## src/rtl/uart_pkg.sv

```systemverilog
// Shared definitions for the UART receiver: FSM state encoding and default baud divisor.
package uart_pkg;

    // 115200 baud from a 100 MHz clock.
    localparam int DEFAULT_CLOCKS_PER_BAUD = 868;

    typedef enum logic [1:0] {
        IDLE  = 2'd0,
        START = 2'd1,
        DATA  = 2'd2,
        STOP  = 2'd3
    } rx_state_e;

endpackage

```

## src/rtl/sync_2ff.sv

```systemverilog
// Two-flop synchronizer for a single asynchronous bit, with a selectable reset value.
module sync_2ff #(
    parameter logic RESET_VAL = 1'b0
) (
    input  logic clk_i,
    input  logic rst_i,
    input  logic d_i,
    output logic q_o
);

    logic meta_q;
    logic sync_q;

    // Capture the async input, then let it settle through a second flop.
    always_ff @(posedge clk_i) begin
        if (rst_i) begin
            meta_q <= RESET_VAL;
            sync_q <= RESET_VAL;
        end else begin
            meta_q <= d_i;
            sync_q <= meta_q;
        end
    end

    assign q_o = sync_q;

endmodule

```

## src/rtl/uart_rx.sv

```systemverilog
// 8N1 UART receiver: mid-bit sampling FSM feeding a one-entry valid/ready output register.
module uart_rx
    import uart_pkg::*;
#(
    parameter int CLOCKS_PER_BAUD = DEFAULT_CLOCKS_PER_BAUD
) (
    input  logic       clk_100mhz,
    input  logic       sys_rst,
    input  logic       uart_rxd,
    output logic [7:0] data_o,
    output logic       valid_o,
    input  logic       ready_i,
    output logic       frame_err_o,
    output logic       overrun_o,
    output logic       busy_o
);

    // Counter only ever reaches CLOCKS_PER_BAUD-1, so ceil(log2) bits never wrap.
    localparam int            CW       = $clog2(CLOCKS_PER_BAUD);
    localparam logic [CW-1:0] HALF_CNT = CW'(CLOCKS_PER_BAUD / 2 - 1);
    localparam logic [CW-1:0] FULL_CNT = CW'(CLOCKS_PER_BAUD - 1);

    rx_state_e     state_q;
    logic [CW-1:0] cnt_q;
    logic [2:0]    bit_idx_q;
    logic [7:0]    shift_q;
    logic [7:0]    data_q;
    logic          valid_q;
    logic          frame_err_q;
    logic          overrun_q;
    logic          rxs;

    // Idle line is high, so the synchronizer resets to 1 to avoid a false start bit.
    sync_2ff #(
        .RESET_VAL(1'b1)
    ) u_sync (
        .clk_i (clk_100mhz),
        .rst_i (sys_rst),
        .d_i   (uart_rxd),
        .q_o   (rxs)
    );

    // Receive FSM, bit shifter and the held-byte output register in one place.
    always_ff @(posedge clk_100mhz) begin
        if (sys_rst) begin
            state_q     <= IDLE;
            cnt_q       <= '0;
            bit_idx_q   <= '0;
            shift_q     <= '0;
            data_q      <= '0;
            valid_q     <= 1'b0;
            frame_err_q <= 1'b0;
            overrun_q   <= 1'b0;
        end else begin
            frame_err_q <= 1'b0;
            overrun_q   <= 1'b0;
            // Consumer took the held byte; a completing byte below may reload it.
            if (valid_q && ready_i) begin
                valid_q <= 1'b0;
            end
            case (state_q)
                IDLE: begin
                    if (!rxs) begin
                        state_q <= START;
                        cnt_q   <= '0;
                    end
                end
                START: begin
                    if (cnt_q == HALF_CNT) begin
                        // Line back high at mid start bit means it was only a glitch.
                        cnt_q     <= '0;
                        bit_idx_q <= '0;
                        state_q   <= rxs ? IDLE : DATA;
                    end else begin
                        cnt_q <= cnt_q + CW'(1);
                    end
                end
                DATA: begin
                    if (cnt_q == FULL_CNT) begin
                        cnt_q   <= '0;
                        shift_q <= {rxs, shift_q[7:1]};
                        if (bit_idx_q == 3'd7) begin
                            state_q <= STOP;
                        end else begin
                            bit_idx_q <= bit_idx_q + 3'd1;
                        end
                    end else begin
                        cnt_q <= cnt_q + CW'(1);
                    end
                end
                STOP: begin
                    if (cnt_q == FULL_CNT) begin
                        cnt_q   <= '0;
                        state_q <= IDLE;
                        if (rxs) begin
                            // Load only if the slot is free or being freed this cycle.
                            if (!valid_q || ready_i) begin
                                data_q  <= shift_q;
                                valid_q <= 1'b1;
                            end else begin
                                overrun_q <= 1'b1;
                            end
                        end else begin
                            frame_err_q <= 1'b1;
                        end
                    end else begin
                        cnt_q <= cnt_q + CW'(1);
                    end
                end
                default: state_q <= IDLE;
            endcase
        end
    end

    assign data_o      = data_q;
    assign valid_o     = valid_q;
    assign frame_err_o = frame_err_q;
    assign overrun_o   = overrun_q;
    assign busy_o      = (state_q != IDLE);

endmodule

```

## config.mk

```make
export PLATFORM = sky130hd
export DESIGN_NAME = uart_rx
export DESIGN_NICKNAME = d
export VERILOG_FILES = /design/src/rtl/uart_pkg.sv /design/src/rtl/sync_2ff.sv /design/src/rtl/uart_rx.sv
export SDC_FILE = /design/constraint.sdc
export NUM_CORES = 1
export LEC_CHECK = 0
export ABC_AREA = 1
export CAP_MARGIN = 20
export CORE_ASPECT_RATIO = 1.5
export CORE_MARGIN = 2
export CORE_UTILIZATION = 25
export DETAILED_ROUTE_END_ITERATION = 8
export SYNTH_ARGS = -nofsm -noshare
export SYNTH_HDL_FRONTEND = slang
export SYNTH_SLANG_ARGS = --single-unit
```

## constraint.sdc

```tcl
create_clock -name clk_100mhz -period 3.9 [get_ports clk_100mhz]
set_input_delay 0.78 -clock clk_100mhz [delete_from_list [all_inputs] [get_ports clk_100mhz]]
set_output_delay 0.78 -clock clk_100mhz [all_outputs]
set_load 0.01 [all_outputs]
```

==> results.json, run 1 <==
{
  "status": "finished, final reports clean",
  "rr_startpoint": "cnt_q[0]$_SDFFE_PP0P_",
  "io_pins": 16,
  "drc": 0,
  "swShare": 0.2389,
  "core-area_sq_um": 6531,
  "numCtsBuffers": 5,
  "min_path_cells": 1,
  "grt_pass1_wl_microns": 6134,
  "maxSlewHeadroom": 0.7270,
  "arrival_ns": 1.41,
  "ant_nets": 0,
  "syn_nets": 239,
  "cts_tree": "done",
  "cts_resized": 0,
  "pwr-share-comb": 0.067,
  "detail_route.wl_per_cell_microns": 11.41,
  "ys_ff_latch": 36,
  "drive_gt1_frac": 0.1200,
  "first_global_vias": 1411,
  "synthesis.area_sq_um": 1699,
  "tns_ns": 0,
  "path_clk_slew_ns": 0.08,
  "grt_use_total": 0.1024,
  "synth.area.top_cells": "dfxtp_1 (42%), nand2_1 (10%), nor2_1 (6.6%)",
  "cp_cell_sequence": "nor2_1 -> inv_1 -> clkdlybuf4s50_1",
  "root_buffer": "clkbuf_8",
  "via_count": 1515,
  "final_cells": 326,
  "nets": 257,
  "path_max_fanout": 6,
  "nFillCells": 692,
  "synthMuxAreaShare": 0,
  "finalSetupViolations": 0,
  "dieWidth_microns": 71.31,
  "synth_cells": 231,
  "clock_power_share": 0.439,
  "worst_path_largest_cell_delay_ns": 0.52,
  "die-area_sq_um": 7485,
  "num_antenna_cells": 0,
  "synth_fa_ha_area_frac": 0.02946,
  "finalCritPeriodShare": 0.5628,
  "cp_slowest_cell": "clkdlybuf4s50_1",
  "cts_sinks": 36,
  "p_sw_uw": 182.7,
  "synth_top_area_frac": 0.4242,
  "die_height_microns": 105.0,
  "synth_top_family_by_area": "simple AND/OR/NAND/NOR gates",
  "synth_top_area_cell": "dfxtp_1",
  "syn_area_per_cell_sq_um": 7.356,
  "power_density_nw_per_um2": 374.6,
  "fmax_mhz": 455.6,
  "hold_path.startpoint": "u_sync.meta_q$_SDFF_PP1_",
  "whs_endpoint": "u_sync.q_o$_SDFF_PP1_",
  "routed_via_density": 4.647,
  "r2r_setup_slack_ns": 2.20,
  "h-tree-depth": 2,
  "area_growth_pct": 20.10,
  "yosys_warnings": 0,
  "dr.pass1.iters": 4,
  "io_buffer_count": 15,
  "wirelength_microns": 3719,
  "ys_seq_area_frac": 0.4242,
  "start_util": 0.2602,
  "postCtsSetupRepairBufs": 0,
  "layout_common_cells": "nand2_1 (47), dfxtp_1 (36), nor2_1 (30)",
  "placed_cells": 318,
  "fin_crit_ns": 2.195,
  "cp.required_ns": 3.12,
  "vdd_drop_max_uv": 244.0,
  "hold_violations": 0,
  "end_kind": "output pin",
  "clock_path_buffers": 2,
  "crit_path_start_kind": "flip-flop",
  "synthSimpleGateAreaFrac": 0.3446,
  "drtIter0Drc": 32,
  "drv_cap": 0,
  "worst-setup-path-type": "reg -> out",
  "std_cell_rows": 36,
  "power_frac_seq": 0.494,
  "place_ws_ns": 1.838,
  "worstMarginPinSlew_ns": 0.4091,
  "hp-class": "reg -> reg",
  "synthXorXnorAreaFrac": 0.005155,
  "rr_worst_depth": 7,
  "worst_r2r_endpoint": "shift_q[2]$_SDFFE_PP0P_",
  "gp_congestion": 0.9080,
  "internal_power_uw": 581.9,
  "ctsHoldBuffers": 0,
  "grt.overflow.total": 0,
  "clk-insertion-delay-late_ns": 0.29,
  "grt_antenna_before_repair": 0,
  "layout_setup_ws_ns": 1.705,
  "grt_max_degree": 24,
  "dp_hpwl_microns": 2763,
  "clock_skew_ns": 0.005683,
  "p_leak_nw": 0.8174,
  "power.total_uw": 764.5,
  "rsz0062_at_grt": "no",
  "synth_cell_types": 27,
  "final_common_cell": "nand2_1",
  "synth_compound_area_frac": 0.1215,
  "maxSlewViolCount": 0
}
critical path, delay by kind of cell, from the launching register on:
family | cells | cell delay, ns
simple gates | 1 | 0.11
buf+inv | 2 | 0.58
flops | 1 | 0.43
final cells by class:
| class | instances | area [sq um] | share of cell area |
|---|---|---|---|
| Clock inverter | 3 | 46.29 | 0.02269 |
| Timing Repair Buffer | 16 | 157.7 | 0.07725 |
| Clock buffer | 5 | 68.82 | 0.03372 |
| Multi-Input combinational cell | 163 | 850.8 | 0.4169 |
| Inverter | 27 | 101.3 | 0.04966 |
| Sequential cell | 36 | 720.7 | 0.3532 |
| Tap cell | 76 | 95.09 | 0.04660 |
state kept, by name, indices dropped and copies added (netlist names), named ones only:
name / flops
cnt_q: 10
data_o: 8
shift_q: 8
bit_idx_q: 3
frame_err_o: 1
overrun_o: 1
state_q: 1
u_sync.meta_q: 1
u_sync.q_o: 1
valid_o: 1
cell families after synthesis:
group                    count (synthesis)
adder cells (fa/ha/maj)                  4
AND/OR/NAND/NOR                        118
flip-flops                              36
AO/OA/AOI/OAI                           40
buffers and inverters                   32
XOR/XNOR                                 1
power by group through the flow:
stage | logic [mW] | registers, mW | clock network [mW]
after global routing | 0.0572 | 0.378 | 0.361
after detailed placement | 0.0511 | 0.386 | 0
after floorplan | 0.0344 | 0.385 | 0
final | 0.0511 | 0.378 | 0.336
after CTS | 0.0514 | 0.377 | 0.345
after global placement | 0.0512 | 0.386 | 0
stage by stage:
stage                     area (sq um)  utilization  hold slack [ns]
final                             2041       0.3125           0.4120
after CTS                         2041       0.3125           0.4129
after global routing              2041       0.3125           0.4207
after detailed placement          1926       0.2948           0.3941
after floorplan                   1699            -           0.3895
after global placement            1926       0.2948           0.3928
routing by layer:
layer | GRT usage | vias to the layer above | wire length (microns)
li1 | - | 793 | -
met1 | 0.1131 | 676 | 1574
met2 | 0.1759 | 29 | 1840
met3 | 0.02025 | 17 | 126
met4 | 0.06199 | 0 | 178
met5 | 0 | - | 0
how the worst max path moves through the flow:
stage	startpoint	end	slack, ns	cells past startpoint
finish	flip-flop	busy_o	1.71	3
global route	flip-flop	busy_o	1.66	3
CTS	flip-flop	busy_o	1.71	3
detailed placement	sys_rst	cnt_q[2]$_SDFFE_PP0P_	1.84	5
global placement	sys_rst	shift_q[4]$_SDFFE_PP0P_	1.86	5
floorplan	ready_i	data_o[0]$_SDFFE_PP0P_	2.40	5
synthesized netlist by cell type (all sizes together):
| library cell | instances |
|---|---|
| nand4 | 11 |
| nor2 | 33 |
| inv | 27 |
| buf | 1 |
| dfxtp | 36 |
| nor3 | 3 |
| nand2 | 52 |
| nand3 | 15 |
| ha | 4 |
| o21bai | 1 |
| o21ai | 16 |
| a21oi | 23 |
| clkbuf | 4 |
| nand3b | 1 |
| nor4 | 1 |
| or2 | 2 |
| xor2 | 1 |
Note: power is estimated with default switching activity, not from simulation.
==> inputs of run 2 (changes only) <==
==> constraint.sdc (replaced) <==
create_clock -name clk_100mhz -period 2.05 [get_ports clk_100mhz]
set_input_delay 0.41 -clock clk_100mhz [delete_from_list [all_inputs] [get_ports clk_100mhz]]
set_output_delay 0.41 -clock clk_100mhz [all_outputs]
set_load 0.01 [all_outputs]
==> results.json, run 2 (same netlist as run 1, synthesis figures left out) <==
{
  "nets": 257,
  "hold_violations": 0,
  "maxSlewHeadroom": 0.7226,
  "routed_via_density": 4.546,
  "fin_crit_ns": 1.796,
  "cts_sinks": 36,
  "multi_input_area_sq_um": 850.8,
  "ctsHoldBuffers": 0,
  "hp-class": "reg -> reg",
  "core-area_sq_um": 6531,
  "top_usage_layer": "met2",
  "path_max_fanout": 6,
  "drv_cap": 0,
  "finalCritPeriodShare": 0.8761,
  "grt_pass1_wl_microns": 6175,
  "first_global_vias": 1390,
  "whs_endpoint": "u_sync.q_o$_SDFF_PP1_",
  "dr.pass1.iters": 4,
  "cp.required_ns": 1.64,
  "end_kind": "output pin",
  "grt_use_met2": 0.1733,
  "seq_area_sq_um": 720.7,
  "drtIter0Drc": 93,
  "gp_congestion": 0.8477,
  "cp_num_buf_inv": 2,
  "cp_cell_sequence": "nor2_1 -> inv_1 -> clkdlybuf4s50_1",
  "arrival_ns": 1.39,
  "crit_cells": 3,
  "drc": 0,
  "clock_skew_ns": 0.004957,
  "cts_tree": "done",
  "status": "finished, final reports clean",
  "met1_usage": 0.1212,
  "path_clk_slew_ns": 0.07,
  "io_buffer_count": 15,
  "p_leak_nw": 0.8179,
  "io_pins": 16,
  "largest_reg_flops": 10,
  "r2r_setup_slack_ns": 0.36,
  "num_antenna_cells": 0,
  "cts_resized": 0,
  "timing.hold.ws_ns": 0.4100,
  "cp_slowest_cell": "clkdlybuf4s50_1",
  "dp_hpwl_microns": 2669,
  "maxSlewViolCount": 0,
  "grt_max_degree": 15,
  "detail_route.wl_per_cell_microns": 10.76,
  "rr_worst_depth": 7,
  "finalSetupViolations": 0,
  "vdd_drop_max_uv": 413.8,
  "clk-insertion-delay-late_ns": 0.28,
  "gr-usage-met3": 0.02122,
  "top_register": "cnt_q",
  "via_count": 1482,
  "rr_startpoint": "cnt_q[0]$_SDFFE_PP0P_",
  "layout_common_cells": "nand2_1 (47), dfxtp_1 (36), nor2_1 (30)",
  "start_util": 0.2602,
  "fmax_mhz": 556.8,
  "grt_use_total": 0.1003,
  "min_path_cells": 1,
  "hold_path.startpoint": "u_sync.meta_q$_SDFF_PP1_",
  "h-tree-depth": 2,
  "root_buffer": "clkbuf_8",
  "ant_nets": 0,
  "die-area_sq_um": 7485,
  "tns_ns": 0,
  "worst-setup-path-type": "reg -> out",
  "worst_r2r_endpoint": "shift_q[3]$_SDFFE_PP0P_",
  "crit_path_start_kind": "flip-flop",
  "postCtsSetupRepairBufs": 0,
  "rsz0062_at_grt": "no",
  "die_height_microns": 105.0,
  "grt_antenna_before_repair": 0,
  "wirelength_microns": 3509,
  "numCtsBuffers": 5,
  "power_density_nw_per_um2": 703.4,
  "clock_path_buffers": 2,
  "area_growth_pct": 19.66,
  "grt.overflow.total": 0,
  "std_cell_rows": 36,
  "dieWidth_microns": 71.31,
  "final_common_cell": "nand2_1",
  "nFillCells": 678,
  "worst_path_largest_cell_delay_ns": 0.52,
  "worstMarginPinSlew_ns": 0.4156,
  "critical_path.top_delay_family": "buffers and inverters",
  "drive_gt1_frac": 0.1160
}
run 2: routing by layer:
metal | vias up | part of all wire
met3 | 8 | 0.038
met5 | - | 0
li1 | 792 | -
met4 | 0 | 0.018
met2 | 26 | 0.51
met1 | 656 | 0.44
run 2: layout make-up:
cell class	instances	share of cell area
Clock buffer	6	0.03569
Multi-Input combinational cell	163	0.4185
Tap cell	76	0.04677
Timing Repair Buffer	16	0.07754
Clock inverter	2	0.01723
Inverter	27	0.04985
Sequential cell	36	0.3545
run 2: how the worst max path moves through the flow:
stage	slack, ns	endpoint	startpoint
after floorplan	0.60	data_o[0]$_SDFFE_PP0P_	cnt_q[0]$_SDFFE_PP0P_
after global placement	0.35	shift_q[4]$_SDFFE_PP0P_	cnt_q[0]$_SDFFE_PP0P_
after detailed placement	0.36	shift_q[3]$_SDFFE_PP0P_	cnt_q[0]$_SDFFE_PP0P_
after CTS	0.24	busy_o	flip-flop
after global routing	0.18	shift_q[3]$_SDFFE_PP0P_	cnt_q[0]$_SDFFE_PP0P_
final	0.25	busy_o	flip-flop
run 2: through the flow:
step / setup slack [ns] / utilization / cells / total power, mW / instance area, sq um
finish: 0.2540 / 0.3113 / 326 / 1.430 / 2033
global route: 0.1833 / 0.3113 / 326 / 1.488 / 2033
CTS: 0.2392 / 0.3113 / 326 / 1.445 / 2033
detailed placement: 0.3595 / 0.2948 / 318 / 0.8325 / 1926
global placement: 0.3482 / 0.2948 / 318 / 0.8331 / 1926
floorplan: 0.6028 / - / 231 / 0.7977 / 1699
run 2: where the power goes:
part / total (mW) / switching, mW / internal, mW
logic: 0.0960 / 0.0631 / 0.0328
clock network: 0.616 / 0.255 / 0.361
registers: 0.719 / 0.0102 / 0.708
total: 1.43 / 0.328 / 1.10
run 2: worst register-to-register path, cell delays in order, from the launching register on:
cell,delay (ns)
dfxtp_1,0.40
ha_1,0.28
nand3_1,0.12
nand3b_4,0.19
nor2_4,0.24
inv_1,0.18
nor2_1,0.12
nor2_1,0.05
